<file path="src/rtl/led_frame_sched.sv">
// LED frame scheduler: snapshots the per-channel colour means, streams one {R,G,B}
// word per channel into the LED FIFO, then kicks the serializer and tracks it to completion.

module led_frame_sched #(
    parameter int CH_NUM      = 8,
    parameter int CW          = 4,
    parameter int REFRESH_CYC = 1000,
    parameter int ACK_TMO     = 64
) (
    input  logic                      clk_fast,
    input  logic                      rstn,
    input  logic                      en,
    input  logic                      auto_en,
    input  logic                      start,
    input  logic [CH_NUM-1:0][CW-1:0] MeanR,
    input  logic [CH_NUM-1:0][CW-1:0] MeanG,
    input  logic [CH_NUM-1:0][CW-1:0] MeanB,
    input  logic                      fifo_full,
    input  logic                      send_busy,
    output logic                      we,
    output logic [3*CW-1:0]           fifo_data_in,
    output logic                      send_start,
    output logic                      busy,
    output logic                      start_drop,
    output logic                      ack_err,
    output logic [15:0]               frame_cnt
);

    localparam int IDX_W = (CH_NUM > 1) ? $clog2(CH_NUM) : 1;
    localparam int TMR_W = $clog2(REFRESH_CYC);
    localparam int TMO_W = $clog2(ACK_TMO + 1);
    localparam logic [IDX_W-1:0] IDX_LAST = IDX_W'(CH_NUM - 1);
    localparam logic [TMR_W-1:0] TMR_LAST = TMR_W'(REFRESH_CYC - 1);
    localparam logic [TMO_W-1:0] TMO_LAST = TMO_W'(ACK_TMO - 1);

    typedef enum logic [2:0] {
        ST_IDLE      = 3'd0,
        ST_LOAD      = 3'd1,
        ST_KICK      = 3'd2,
        ST_WAIT_ACK  = 3'd3,
        ST_WAIT_DONE = 3'd4
    } state_t;

    state_t                    state_r;
    state_t                    state_s;
    logic [IDX_W-1:0]          idx_r;
    logic [TMO_W-1:0]          tmo_r;
    logic [TMR_W-1:0]          timer_r;
    logic                      pending_r;
    logic                      start_drop_r;
    logic [15:0]               frame_cnt_r;
    logic [CH_NUM-1:0][CW-1:0] snap_r_r;
    logic [CH_NUM-1:0][CW-1:0] snap_g_r;
    logic [CH_NUM-1:0][CW-1:0] snap_b_r;

    logic tick_s;
    logic trig_s;
    logic go_s;
    logic wr_s;
    logic last_wr_s;
    logic tmo_hit_s;
    logic done_s;

    // Trigger and transfer qualifiers shared by the FSM and the datapath registers
    always_comb begin
        tick_s    = (timer_r == TMR_LAST);
        trig_s    = start | tick_s;
        go_s      = (state_r == ST_IDLE) && en && (trig_s || pending_r);
        wr_s      = (state_r == ST_LOAD) && !fifo_full;
        last_wr_s = wr_s && (idx_r == IDX_LAST);
        tmo_hit_s = (state_r == ST_WAIT_ACK) && !send_busy && (tmo_r == TMO_LAST);
        done_s    = (state_r == ST_WAIT_DONE) && !send_busy;
    end

    // Next-state decode
    always_comb begin
        state_s = state_r;
        case (state_r)
            ST_IDLE: begin
                if (go_s) state_s = ST_LOAD;
                else      state_s = ST_IDLE;
            end
            ST_LOAD: begin
                if (last_wr_s) state_s = ST_KICK;
                else           state_s = ST_LOAD;
            end
            ST_KICK: state_s = ST_WAIT_ACK;
            ST_WAIT_ACK: begin
                if (send_busy)      state_s = ST_WAIT_DONE;
                else if (tmo_hit_s) state_s = ST_IDLE;
                else                state_s = ST_WAIT_ACK;
            end
            ST_WAIT_DONE: begin
                if (!send_busy) state_s = ST_IDLE;
                else            state_s = ST_WAIT_DONE;
            end
            default: state_s = ST_IDLE;
        endcase
    end

    // Output decode from registered state; only we sees fifo_full
    always_comb begin
        we           = wr_s;
        send_start   = (state_r == ST_KICK);
        busy         = (state_r != ST_IDLE);
        ack_err      = tmo_hit_s;
        start_drop   = start_drop_r;
        frame_cnt    = frame_cnt_r;
        if (state_r == ST_LOAD) begin
            fifo_data_in = {snap_r_r[idx_r], snap_g_r[idx_r], snap_b_r[idx_r]};
        end else begin
            fifo_data_in = {(3*CW){1'b0}};
        end
    end

    // FSM state register
    always_ff @(posedge clk_fast or negedge rstn) begin
        if (!rstn) state_r <= ST_IDLE;
        else       state_r <= state_s;
    end

    // Channel index: restarts per frame, advances only on accepted writes
    always_ff @(posedge clk_fast or negedge rstn) begin
        if (!rstn)          idx_r <= {IDX_W{1'b0}};
        else if (go_s)      idx_r <= {IDX_W{1'b0}};
        else if (last_wr_s) idx_r <= {IDX_W{1'b0}};
        else if (wr_s)      idx_r <= idx_r + IDX_W'(1);
        else                idx_r <= idx_r;
    end

    // Serializer acknowledge timeout counter
    always_ff @(posedge clk_fast or negedge rstn) begin
        if (!rstn)                                       tmo_r <= {TMO_W{1'b0}};
        else if (state_r == ST_KICK)                     tmo_r <= {TMO_W{1'b0}};
        else if ((state_r == ST_WAIT_ACK) && !send_busy) tmo_r <= tmo_r + TMO_W'(1);
        else                                             tmo_r <= tmo_r;
    end

    // Refresh timer, parked at zero unless both enables are high
    always_ff @(posedge clk_fast or negedge rstn) begin
        if (!rstn)                timer_r <= {TMR_W{1'b0}};
        else if (!en || !auto_en) timer_r <= {TMR_W{1'b0}};
        else if (tick_s)          timer_r <= {TMR_W{1'b0}};
        else                      timer_r <= timer_r + TMR_W'(1);
    end

    // One-deep pending trigger; a trigger that finds it already full is reported
    always_ff @(posedge clk_fast or negedge rstn) begin
        if (!rstn) begin
            pending_r    <= 1'b0;
            start_drop_r <= 1'b0;
        end else begin
            start_drop_r <= trig_s && (state_r != ST_IDLE) && pending_r;
            if (!en)                                  pending_r <= 1'b0;
            else if (go_s)                            pending_r <= 1'b0;
            else if (trig_s && (state_r != ST_IDLE))  pending_r <= 1'b1;
            else                                      pending_r <= pending_r;
        end
    end

    // Colour snapshot taken once per frame so later input changes cannot tear it
    always_ff @(posedge clk_fast or negedge rstn) begin
        if (!rstn) begin
            snap_r_r <= {(CH_NUM*CW){1'b0}};
            snap_g_r <= {(CH_NUM*CW){1'b0}};
            snap_b_r <= {(CH_NUM*CW){1'b0}};
        end else if (go_s) begin
            snap_r_r <= MeanR;
            snap_g_r <= MeanG;
            snap_b_r <= MeanB;
        end else begin
            snap_r_r <= snap_r_r;
            snap_g_r <= snap_g_r;
            snap_b_r <= snap_b_r;
        end
    end

    // Completed-frame counter, wraps naturally at 16 bits
    always_ff @(posedge clk_fast or negedge rstn) begin
        if (!rstn)       frame_cnt_r <= 16'd0;
        else if (done_s) frame_cnt_r <= frame_cnt_r + 16'd1;
        else             frame_cnt_r <= frame_cnt_r;
    end

endmodule
</file>
<file path="config.mk">
export PLATFORM = sky130hd
export DESIGN_NAME = led_frame_sched
export DESIGN_NICKNAME = d
export VERILOG_FILES = /design/src/rtl/led_frame_sched.sv
export SDC_FILE = /design/constraint.sdc
export NUM_CORES = 1
export LEC_CHECK = 0
export ABC_AREA = 1
export BUFFER_PORTS_ARGS = -buffer_cell sky130_fd_sc_hd__buf_2
export CORE_ASPECT_RATIO = 0.7
export CORE_UTILIZATION = 50
export CTS_CLUSTER_SIZE = 12
export DETAILED_ROUTE_END_ITERATION = 12
export PLACE_DENSITY = 0.74
export SLEW_MARGIN = 20
export SYNTH_ARGS = -nofsm -noshare
export SYNTH_HDL_FRONTEND = slang
export SYNTH_SLANG_ARGS = --single-unit
export TNS_END_PERCENT = 10
</file>
<file path="constraint.sdc">
create_clock -name clk_fast -period 2 [get_ports clk_fast]
set_clock_uncertainty 0.15 [all_clocks]
set_input_delay 0.1 -clock clk_fast [delete_from_list [all_inputs] [get_ports clk_fast]]
set_output_delay 0.1 -clock clk_fast [all_outputs]
set_load 0.02 [all_outputs]
</file>
* Word level (Yosys, flattened, before mapping)
Index checks and enable logic that the tools add are counted.
** Operators by class
- $add $sub $neg :: 4
- $mul :: 0
- Div/mod/pow operators :: 0
- $lt $le $gt $ge :: 1
- Equality and inequality tests :: 8
- Shifts and indexed selects :: 0
- Mux-type cells :: 23
- Bitwise gates (word level) :: 1
- Reductions and logical operators :: 19
** Operators by type and width (number)
- $bmux 4 s3 :: 3
- $mux 10 :: 2
- $add 16x1->16 const B :: 1
- $mux 3 :: 5
- $pmux 3 s5 :: 1
- $mux 7 :: 2
- $mux 12 :: 1
- $mux 4 :: 3
- $add 10x1->10 const B :: 1
- $eq 10x10->1 const B :: 1
- $logic_and 1x1->1 :: 9
- $add 7x1->7 const B :: 1
- $eq 7x6->1 const B :: 1
- $eq 3x2->1 const B :: 2
- $eq 3x3->1 const B :: 2
- $reduce_bool 3->1 :: 2
- $logic_not 1->1 :: 4
- $lt 3x4->1 const B :: 1
- $mux 1 :: 4
- $mux 2 :: 2
- $add 3x1->3 const B :: 1
- $eq 3x1->1 const B :: 1
- $logic_not 3->1 :: 1
- $ne 3x1->1 const B :: 1
- 3 further kinds :: 4
** Word-level totals
- Bits in registers :: 137
- Latch bits :: 0
- Bits in writable memories :: 0
- Memory bits (read-only) :: 0
- Input port bits :: 103
- Memories kept :: 0

* Longest topological paths before layout
Gate-level depths: netlist of run 1.
- Depth after elaboration :: 6
- Depth in mapped cells :: 9

* Least setup slack after synthesis of run 1
No wires, ideal clock.
- Path type :: register to register
- Start :: register timer_r[0]
- End :: register state_r[0]
- Library setup time :: 128 ps
- Arrival time :: 1372 ps
- Data required time :: 1722 ps
- Slack :: 349 ps
- Stages on the path, launching flop included :: 9
- Period minus slack after synthesis :: 1651 ps
- Cells stage by stage :: dfrtp_1 > ha_1 > nand2_1 > nor2_1 > nand3_1 > nand3_2 > nand2_2 > buf_2 > nand3_1
** Between the ends
- Cells in the longest elaborated chain, start to end :: 6
** RTL lines
- start: declaration :: RTL line 48 : logic [TMR_W-1:0] timer_r;
- start signal: assignment :: RTL line 141 : if (!rstn) timer_r <= {TMR_W{1'b0}};
- start signal: assignment :: RTL line 142 : else if (!en || !auto_en) timer_r <= {TMR_W{1'b0}};
- start signal: assignment :: RTL line 143 : else if (tick_s) timer_r <= {TMR_W{1'b0}};
- $eq 10x10->1 :: RTL line 66 : tick_s = (timer_r == TMR_LAST);
- $or 1x1->1 :: RTL line 67 : trig_s = start | tick_s;
- $logic_or 1x1->1 :: RTL line 68 : go_s = (state_r == ST_IDLE) && en && (trig_s || pending_r);
- $logic_and 1x1->1 :: RTL line 68
- $mux 1 :: RTL line 80 : if (go_s) state_s = ST_LOAD;
- $pmux 3 s5 :: RTL line 78 : case (state_r)
- via state_s[0] :: RTL line 45 : state_t state_s;
- end signal: assignment :: RTL line 119 : else state_r <= state_s;
- end: declaration :: RTL line 44 : state_t state_r;
The timed path passes the listed nets, and every way through them passes these cells.
A chain may end at the register's enable or synchronous reset.

* Worst setup path after layout of run 1
- Start :: register idx_r[0]
- End :: output port fifo_data_in[7]
** Between the ends
- Cells in the longest elaborated chain, start to end :: 3
** RTL lines
- start: declaration :: RTL line 46 : logic [IDX_W-1:0] idx_r;
- start signal: assignment :: RTL line 124 : if (!rstn) idx_r <= {IDX_W{1'b0}};
- start signal: assignment :: RTL line 125 : else if (go_s) idx_r <= {IDX_W{1'b0}};
- start signal: assignment :: RTL line 126 : else if (last_wr_s) idx_r <= {IDX_W{1'b0}};
- $bmux 4 s3 :: RTL line 110 : fifo_data_in = {snap_r_r[idx_r], snap_g_r[idx_r], snap_b_r[idx_r]};
- $mux 4 (not written as such) :: RTL line 110
- $mux 12 :: RTL line 109 : if (state_r == ST_LOAD) begin
- end: declaration :: RTL line 21 : output logic [3*CW-1:0] fifo_data_in,
Every way passes these cells. The select of a mux whose other input is x is not followed.

==> summary.txt, run 1 <==
Critical path
  – CP endpoint kind: output port
  – Crit path capture: fifo_data_in[7]
  – Signal arrival time at the worst endpoint: ~1.9 ns
  – Worst-path fanout max: 11
  – Critical path depth: 7
  – Delay-heaviest family, CP: buffers and inverters
  – FF-to-FF setup slack: approximately 0.16 ns
  – CP startpoint: idx_r[0]
  – WP data required: around 1.8 ns
  – Crit path cell chain: buf_4, clkbuf_16, o21ai_2, o22ai_1, nor2_1, nor2_2, buf_4
  – Crit Reg-Reg Startpoint: timer_r[0]
  – Reg2reg end: snap_r_r[6]
  – Largest stage delay on the critical path: roughly 0.47 ns
  – Cell mode on critical path: buf_4
  – Critical path launch point type: flip-flop
  – Slowest-stage cell, CP: dfrtp_2
  – Buf/Inv on CP: 3
  – Reg2reg path depth: 8
  – Crit Path Category: flip-flop to output port

Clock network
  – CTS Sinks: around 140
  – Root Driver: clkbuf_16
  – CTS tree: done
  – CTS H-tree lvls: 4
  – Clk_lat worst skew: around 0.42 ns
  – Clock transition at path regs: 0.06 ns
  – Clock Path Buffers: 2
  – Total CTS buffers: 17

Layout
  – Non-filler cells in the finished layout: 1316
  – Antenna diode count: 0
  – Sequential cell area: around 0.0034 sq mm
  – Final Cell Area: slightly below 0.01 sq mm
  – Fin util: between 70% and 80%
  – Fin nets: 1226
  – Fill count: between 900 and 1000
  – Multi-input logic area: approximately 0.003 sq mm
  – Area delta synth->final: 42.5%
  – Layout cell share with drive strength beyond 1: 20.1%

Worst hold path
  – Hold Path Class: primary input to async pin

Synth
  – Top FF cell, synth: dfrtp_1
  – Post-Syn Instances: 879
  – Sequential share of the synthesized area: between 50 and 60%
  – Synth area leaders: dfrtp_1, nand2_1, nand3_1, nor2_1, o21ai_0
  – Synth cell types: 27
  – Post-synth EDFFs: 0
  – YS warnings: 0
  – Synth top area share: around half
  – Ys async rst share: 100%
  – Dominant cell type by area after synthesis: dfrtp_1
  – Synth Register Bits: around 140
  – List of most frequent post-synthesis cells: nand2_1, dfrtp_1, nor2_1
  – Syn_nets: between 900 and 1000
  – Count leader, synth: nand2_1
  – Syn_area_per_cell: about 7.7 sq um
  – Synthesized area: a little under 0.007 sq mm

Die
  – Chip height: approximately 100 microns
  – Chip width: roughly 140 microns
  – Ports: 136
  – Row count: 35
  – Core area: between 0.01 and 0.015 sq mm
  – Initial Util: between 50 and 60%
  – Die area: between 0.01 and 0.015 sq mm

STA
  – RSZ-0062 raised after global routing: yes
  – Fin worst setup slack: -0.120 ns
  – # setup viols final: 12
  – Period utilization: 106%
  – Crit path time final: around 2.1 ns
  – Slew Limit Fails: 0
  – Final Hold Violating Endpoints: 0
  – Worst Tran Pin Value: slightly below 0.5 ns
  – Slew headroom: about two thirds
  – Max Freq: around 0.47 GHz

Detailed routing
  – Post-DRT Antenna Nets: 0
  – Detailed Route Iter0 Violations: approximately 550
  – Routed WL: roughly 21 mm
  – Vias per Instance: 5.31
  – # DRC: 0
  – First drt pass iteration count: 5
  – WL/cell: approximately 16 microns
  – Vias: approximately 7000

Global routing
  – Vias in the first global route: around 6600
  – Congestion Overflow GR: 0
  – Antenna violations before repair: 0
  – Largest net degree at the start of global routing: 70
  – First-pass GRT wire length: ~32 mm
  – Total track usage: between 20% and 30%

Placed design
  – Placed inst area: just under 0.008 sq mm
  – Port Buffers: 135
  – DP Wirelength: roughly 11 mm
  – Placed cells: ~1200
  – Placer Congestion: approximately 0.84
  – Worst slack, placed: between 0.1 and 0.15 ns

Power
  – Lkg Pwr: 4.99 nW
  – Max IR drop VDD: about 0.9 mV
  – Power, Total: about 13 mW
  – PD cells: 1390 mW/mm^2

Outcome
  – Failing checks: setup timing
  – Status: finished with violations

Job
  – Maxcap violations: 0
stage by stage:
step	hold slack [ns]	setup TNS [ns]
floorplan	-0.346	0
global placement	-0.0644	0
detailed placement	-0.0650	0
CTS	0.0621	-0.0995
global route	0.0915	-1.67
finish	0.0491	-0.665
layout by cell type, fill, tap and decap left out, types with 15 or more instances in the layout:
cell type      synthesis  routed
buf_4                  4      19
dfrtp_1              137     136
buf_2                 25     122
nor2_2                 1      15
dlygate4sd3_1          0     102
nand2_1              279     279
inv_1                 47      45
nor2_1               120     105
clkbuf_16              0      21
o21ai_0               60      36
o21ai_1                0      21
nand3_1              114     113
what timing repair did:
item	CTS	global route
gates cloned	0	4
hold buffers	102	0
endpoints found under the hold margin	247	0
gates resized for setup	26	58
setup endpoints to repair	12	33
buffers inserted	1	6
pin swaps	3	19
cell families after synthesis:
family,after synthesis,share of synthesized area (%)
buffers and inverters,96,6.54
xor gates and xnor gates,12,1.55
adders and majority gates,5,0.922
AOI/OAI and AO/OA,92,7.54
and+or+nand+nor,537,32.9
DFF,137,50.5
worst min-delay path by stage:
stage | startpoint | to | slack, ns | cells after the start
floorplan | rstn | frame_cnt[0] | -0.35 | 0
finish | rstn | timer_r[5] | 0.05 | 2
detailed placement | rstn | start_drop | -0.07 | 1
global route | rstn | timer_r[5] | 0.09 | 2
global placement | rstn | start_drop | -0.06 | 1
CTS | rstn | start_drop | 0.06 | 2
metal layers:
layer | vias up | global-route usage (%) | routed length (microns)
met5 | - | 0 | 0
met4 | 0 | 11.5 | 451
met3 | 41 | 4.14 | 1270
met2 | 310 | 46.4 | 9810
met1 | 3314 | 40.4 | 8990
li1 | 3318 | - | -
registers in the layout (all words and copies together) (netlist names):
register / cells
snap_g_r: 32
frame_cnt: 16
snap_b_r: 32
tmo_r: 7
timer_r: 10
state_r: 3
idx_r: 3
start_drop: 1
pending_r: 1
snap_r_r: 32
where the power goes:
part | internal [mW] | leakage, nW | switching, mW
logic | 2.37 | 2.96 | 3.25
registers | 3.78 | 1.73 | 0.644
clock network | 2.09 | 0.297 | 1.27
cell type report:
cell class	instances	share of cell area [%]
tap	185	2.39
clock buffer	18	4.44
inverter	47	1.88
sequential	137	35.5
clock inverter	14	2.03
multi-input combinational	646	30.9
timing repair buffer	269	22.9
Note: power is estimated with default switching activity, not from simulation.
==> inputs of run 2 (changes only) <==
--- a/config.mk
+++ b/config.mk
@@ -8,10 +8,9 @@
 export ABC_AREA = 1
 export BUFFER_PORTS_ARGS = -buffer_cell sky130_fd_sc_hd__buf_2
 export CORE_ASPECT_RATIO = 0.7
-export CORE_UTILIZATION = 50
+export CORE_UTILIZATION = 30
 export CTS_CLUSTER_SIZE = 12
 export DETAILED_ROUTE_END_ITERATION = 12
-export PLACE_DENSITY = 0.74
 export SLEW_MARGIN = 20
 export SYNTH_ARGS = -nofsm -noshare
 export SYNTH_HDL_FRONTEND = slang
==> summary.txt, run 2 (synthesis results as in run 1) <==
Clock network
  – Clock transition at path regs: 0.06 ns (about the same)
  – CTS Sinks: 137 (unchanged)
  – CTS tree: done
  – Clk_lat worst skew: 0.41 ns (about the same)
  – Clock Path Buffers: 2 (unchanged)
  – CTS H-tree lvls: 4 (unchanged)
  – Root Driver: clkbuf_16
  – Total CTS buffers: 17 (unchanged)

STA
  – # setup viols final: 11 (-1)
  – Worst Tran Pin Value: 0.590 ns (+0.103 ns)
  – WHS: 0.0858 ns (+0.0367 ns)
  – Slew headroom: 60.7% (-6.9 points)
  – Crit path time final: 2.10 ns (-0.0232 ns)
  – Max Freq: 0.477 GHz (+1.1%)
  – RSZ-0062 raised after global routing: yes
  – Fin worst setup slack: -0.0966 ns (+0.0232 ns)
  – Slew Limit Fails: 0 (unchanged)
  – Period utilization: 105% (-1.2 points)
  – Final Hold Violating Endpoints: 0 (unchanged)
  – Fin Setup TNS: -0.373 ns (+0.292 ns)

Layout
  – Fill count: 2137 (+110%)
  – Sequential cell area: 0.00343 sq mm (about the same)
  – Most common cell after layout, fill and taps aside: nand2_1
  – Largest regs: snap_b_r x32, snap_g_r x32, snap_r_r x32
  – Area delta synth->final: 45.2%
  – Layout cell share with drive strength beyond 1: 19.9% (-0.18 points)
  – Multi-input logic area: 0.00299 sq mm (+0.17%)
  – Most frequent cells in the layout: nand2_1, dfrtp_1, buf_2
  – Fin nets: 1233 (+0.57%)

Placed design
  – Port Buffers: 135 (unchanged)
  – DP Wirelength: 13.0 mm (+16%)
  – Placer Congestion: 0.863 (+2.6%)

Critical path
  – CP endpoint kind: output port
  – Critical path launch point type: flip-flop
  – WP data required: 1.75 ns (about the same)
  – Slowest-stage cell, CP: dfrtp_2
  – Cell mode on critical path: buf_6
  – CP startpoint: idx_r[1]
  – Crit path cell chain: buf_6, clkbuf_16, nor2_1, o21ai_1, o211ai_1, nand2_1, nor2_2, buf_6
  – Signal arrival time at the worst endpoint: 1.85 ns (-0.02 ns)
  – Crit Path Category: flip-flop to output port
  – Buf/Inv on CP: 3 (unchanged)
  – Crit Reg-Reg Startpoint: timer_r[0]
  – Largest stage delay on the critical path: 0.48 ns (about the same)
  – Delay-heaviest family, CP: flip-flops
  – Worst-path fanout max: 6 (-5)

Detailed routing
  – First drt pass iteration count: 4 (-1)
  – Routed WL: 20.8 mm (+1.4%)
  – Vias: 6707 (-4.0%)
  – # DRC: 0 (unchanged)
  – Post-DRT Antenna Nets: 0 (unchanged)
  – Detailed Route Iter0 Violations: 511 (-7.3%)
  – WL/cell: 14.7 microns (-5.9%)
  – Vias per Instance: 4.73 (-11%)

Global routing
  – Gr busiest metal: met2
  – Congestion Overflow GR: 0 (unchanged)
  – Antenna violations before repair: 1 (+1)
  – Vias in the first global route: 6507 (-1.1%)
  – GR met1 Demand/Resource: 26.1% (-14 points)
  – Total track usage: 18.3% (-11 points)
  – Met3 usage: 2.81% (-1.3 points)
  – First-pass GRT wire length: 33.5 mm (+4.6%)
  – Grt met2 use: 28.8% (-18 points)
  – Largest net degree at the start of global routing: 59 (-16%)

Die
  – Chip width: 182 microns (+29%)
  – Die area: 0.0232 sq mm (+65%)
  – Ports: 136 (unchanged)
  – Initial Util: 31.0% (-21 points)
  – Chip height: 128 microns (+29%)
  – Row count: 45 (+29%)
  – Core area: 0.0219 sq mm (+66%)

Power
  – Power, Total: 13.0 mW (-2.9%)
  – Max IR drop VDD: 0.888 mV (-0.92%)
  – PD cells: 1320 mW/mm^2 (-4.7%)
  – Lkg Pwr: 5.03 nW (+0.82%)

Job
  – Maxcap violations: 0 (unchanged)

Worst hold path
  – Hold Path Class: primary input to async pin

Outcome
  – Failing checks: setup timing
  – Status: finished with violations
-- run 2: final cells by class --
class / instances / area share, %
Antenna cell: 1 / 0.0254
Sequential cell: 137 / 34.8
Timing Repair Buffer: 276 / 23.7
Clock inverter: 7 / 0.965
Tap cell: 282 / 3.58
Multi-Input combinational cell: 646 / 30.3
Inverter: 47 / 1.84
Clock buffer: 23 / 4.75
-- run 2: power breakdown --
part	internal (mW)	total (mW)	switching (mW)
logic	2.36	5.51	3.15
registers	3.78	4.43	0.648
clock network	1.89	3.08	1.19
-- run 2: layer usage --
layer  routed length (microns)  vias up
met2                      9100      199
met1                     10600     3162
met5                         0        -
met4                       194        0
met3                       894       15
li1                          -     3331
-- run 2: per-stage QoR --
stage	std cells	util, %	cell area [sq um]	setup slack, ns
after floorplan	879	-	6790	0.349
after global placement	1277	36.4	7970	0.221
after detailed placement	1277	36.4	7970	0.138
after CTS	1411	44.2	9680	-0.0646
after global routing	1419	45.0	9850	-0.166
final	1419	45.0	9850	-0.0966
-- run 2: what timing repair did --
item                       in CTS  in global routing
setup endpoints to repair      13                 27
hold buffers                  102                  0
pin swaps                       1                 17
hold endpoints to repair      240                  0
cloned                          1                  2
resized for setup              31                 35
setup buffers                   1                  5
-- run 2: final timing paths --
kind / slack (ns) / cells past startpoint / endpoint
max: -0.1 / 8 / fifo_data_in[8]
min: 0.09 / 2 / timer_r[4]
max reg2reg: 0.15 / 9 / snap_r_r[0]
min reg2reg: 0.31 / 2 / snap_b_r[25]
max in group asynchronous: 1.00 / 3 / snap_r_r[0]
min in group clk_fast: 0.30 / 4 / snap_b_r[23]
==> inputs of run 3 (changes only) <==
--- a/config.mk
+++ b/config.mk
@@ -11,6 +11,7 @@
 export CORE_UTILIZATION = 30
 export CTS_CLUSTER_SIZE = 12
 export DETAILED_ROUTE_END_ITERATION = 12
+export SKIP_CTS_REPAIR_TIMING = 1
 export SLEW_MARGIN = 20
 export SYNTH_ARGS = -nofsm -noshare
 export SYNTH_HDL_FRONTEND = slang
==> summary.txt, run 3 (synthesis results as in run 1) <==
Global routing
  – Antenna violations before repair: 0 (-1)
  – Total track usage: 16.9% (-1.4 points)
  – Congestion Overflow GR: 0 (unchanged)
  – Vias in the first global route: 5856 (-10%)
  – First-pass GRT wire length: 30.8 mm (-7.9%)
  – Largest net degree at the start of global routing: 59 (unchanged)

Critical path
  – CP endpoint kind: output port
  – Reg2reg path depth: 9 (unchanged)
  – Reg2reg end: snap_r_r[2]
  – Worst-path fanout max: 9 (+3)
  – Crit Path Category: flip-flop to output port
  – FF-to-FF setup slack: 0.14 ns (about the same)
  – Signal arrival time at the worst endpoint: 1.86 ns (about the same)
  – WP data required: 1.75 ns (about the same)
  – Crit Reg-Reg Startpoint: timer_r[0]
  – Critical path launch point type: flip-flop

Detailed routing
  – First drt pass iteration count: 4 (unchanged)
  – Detailed Route Iter0 Violations: 482 (-5.7%)
  – Post-DRT Antenna Nets: 0 (unchanged)
  – Vias: 6581 (-1.9%)
  – WL/cell: 14.4 microns (-2.1%)
  – # DRC: 0 (unchanged)
  – Routed WL: 20.3 mm (-2.7%)
  – Vias per Instance: 4.67 (-1.3%)

Job
  – Maxcap violations: 0 (unchanged)

Worst hold path
  – Hold_sp: fifo_full
  – Hold Path Class: primary input to flip-flop
  – End of the worst hold path: idx_r[2]
  – Worst hold path depth: 5

Power
  – Max IR drop VDD: 0.611 mV (-31%)
  – Power, Total: 12.5 mW (-3.9%)
  – Lkg Pwr: 4.95 nW (-1.6%)
  – PD cells: 1290 mW/mm^2 (-2.0%)

Outcome
  – Status: finished with violations
  – Failing checks: hold timing, setup timing

STA
  – Period utilization: 106% (+0.88 points)
  – WHS: -0.0360 ns (-0.122 ns)
  – Final Hold Violating Endpoints: 1 (+1)
  – Fin worst setup slack: -0.114 ns (-0.0176 ns)
  – Crit path time final: 2.11 ns (+0.0176 ns)
  – RSZ-0062 raised after global routing: yes
  – Max Freq: 0.473 GHz (-0.83%)
  – Slew headroom: 61.1% (+0.41 points)
  – Slew Limit Fails: 0 (unchanged)
  – Worst Tran Pin Value: 0.584 ns (-0.00620 ns)
  – # setup viols final: 12 (+1)

Placed design
  – Port Buffers: 135 (unchanged)
  – Worst slack, placed: 0.138 ns (unchanged)
  – Placer Congestion: 0.863 (unchanged)
  – DP Wirelength: 13.0 mm (unchanged)

Layout
  – Fin nets: 1225 (-0.65%)
  – Antenna diode count: 0 (-1)
  – Layout cell share with drive strength beyond 1: 19.0% (-0.92 points)
  – Largest regs: snap_b_r x32, snap_g_r x32, snap_r_r x32
  – Fill count: 2158 (+0.98%)
  – Most frequent cells in the layout: nand2_1, dfrtp_1, buf_2
  – Area delta synth->final: 42.4%
  – Most common cell after layout, fill and taps aside: nand2_1

Die
  – Ports: 136 (unchanged)
  – Chip width: 182 microns (unchanged)
  – Die area: 0.0232 sq mm (unchanged)
  – Row count: 45 (unchanged)
  – Core area: 0.0219 sq mm (unchanged)
  – Chip height: 128 microns (unchanged)
  – Initial Util: 31.0% (unchanged)

Clock network
  – Root Driver: clkbuf_16
  – CTS Sinks: 137 (unchanged)
  – Clk_lat worst skew: 0.41 ns (about the same)
  – Clock transition at path regs: 0.06 ns (about the same)
  – Total CTS buffers: 17 (unchanged)
  – Clock Path Buffers: 2 (unchanged)
  – CTS H-tree lvls: 4 (unchanged)
  – CTS tree: done
-- run 3: cell count changes in the layout (fill, tap and decap cells not counted), moves of 2 or more --
| cell | previous run | this run |
|---|---|---|
| buf_12 | 18 | 15 |
| buf_2 | 125 | 132 |
| buf_4 | 16 | 12 |
| buf_6 | 11 | 5 |
| inv_4 | 2 | 0 |
| nor2_1 | 111 | 113 |
| nor2_4 | 6 | 3 |
| o21ai_1 | 6 | 9 |
| o21ai_2 | 3 | 1 |
-- run 3: layout make-up --
type / instances / area [sq um] / share of cell area, %
Clock buffer: 23 / 468 / 4.84
Tap cell: 282 / 353 / 3.65
Timing Repair Buffer: 268 / 2170 / 22.5
Clock inverter: 7 / 95.1 / 0.984
Inverter: 47 / 180 / 1.86
Multi-Input combinational cell: 646 / 2960 / 30.7
Sequential cell: 137 / 3430 / 35.5
-- run 3: routing by layer --
metal,vias to the layer above,share of wire (%),track usage [%]
met1,3073,51,25.0
met3,16,4.6,3.47
met4,0,0.87,4.89
li1,3316,-,-
met5,-,0,0
met2,176,43,24.8
-- run 3: how the worst max path moves through the flow --
stage               start               end  slack, ns  cells past startpoint
2_1_floorplan  timer_r[0]        state_r[0]       0.35                      8
3_3_place_gp     idx_r[1]   fifo_data_in[8]       0.22                      6
3_5_place_dp   timer_r[0]       snap_r_r[1]       0.14                      9
4_1_cts          idx_r[1]  fifo_data_in[10]      -0.22                      6
5_1_grt          idx_r[0]   fifo_data_in[2]      -0.17                      7
6_report       state_r[2]   fifo_data_in[9]      -0.11                      7
-- run 3: per-stage QoR --
stage | utilization, % | hold slack, ns | instances | setup TNS, ns | cell area (sq um)
after floorplan | - | -0.346 | 879 | 0 | 6790
after global placement | 36.4 | -0.0201 | 1277 | 0 | 7970
after detailed placement | 36.4 | -0.0230 | 1277 | 0 | 7970
after CTS | 38.9 | -0.462 | 1307 | -1.87 | 8530
after global routing | 44.1 | 0.00747 | 1410 | -2.02 | 9660
final | 44.1 | -0.0360 | 1410 | -0.727 | 9660
-- run 3: critical path: stages (launching register included) --
cell     delay, ns
dfrtp_1       0.41
inv_1         0.13
nand3_1       0.16
inv_1         0.13
buf_6         0.19
nand2_1       0.07
nor2_1        0.16
buf_2         0.20
-- run 3: where the power goes --
part	switching (mW)	internal (mW)	total [mW]
logic	3.00	2.01	5.02
clock network	1.19	1.89	3.08
registers	0.636	3.78	4.41
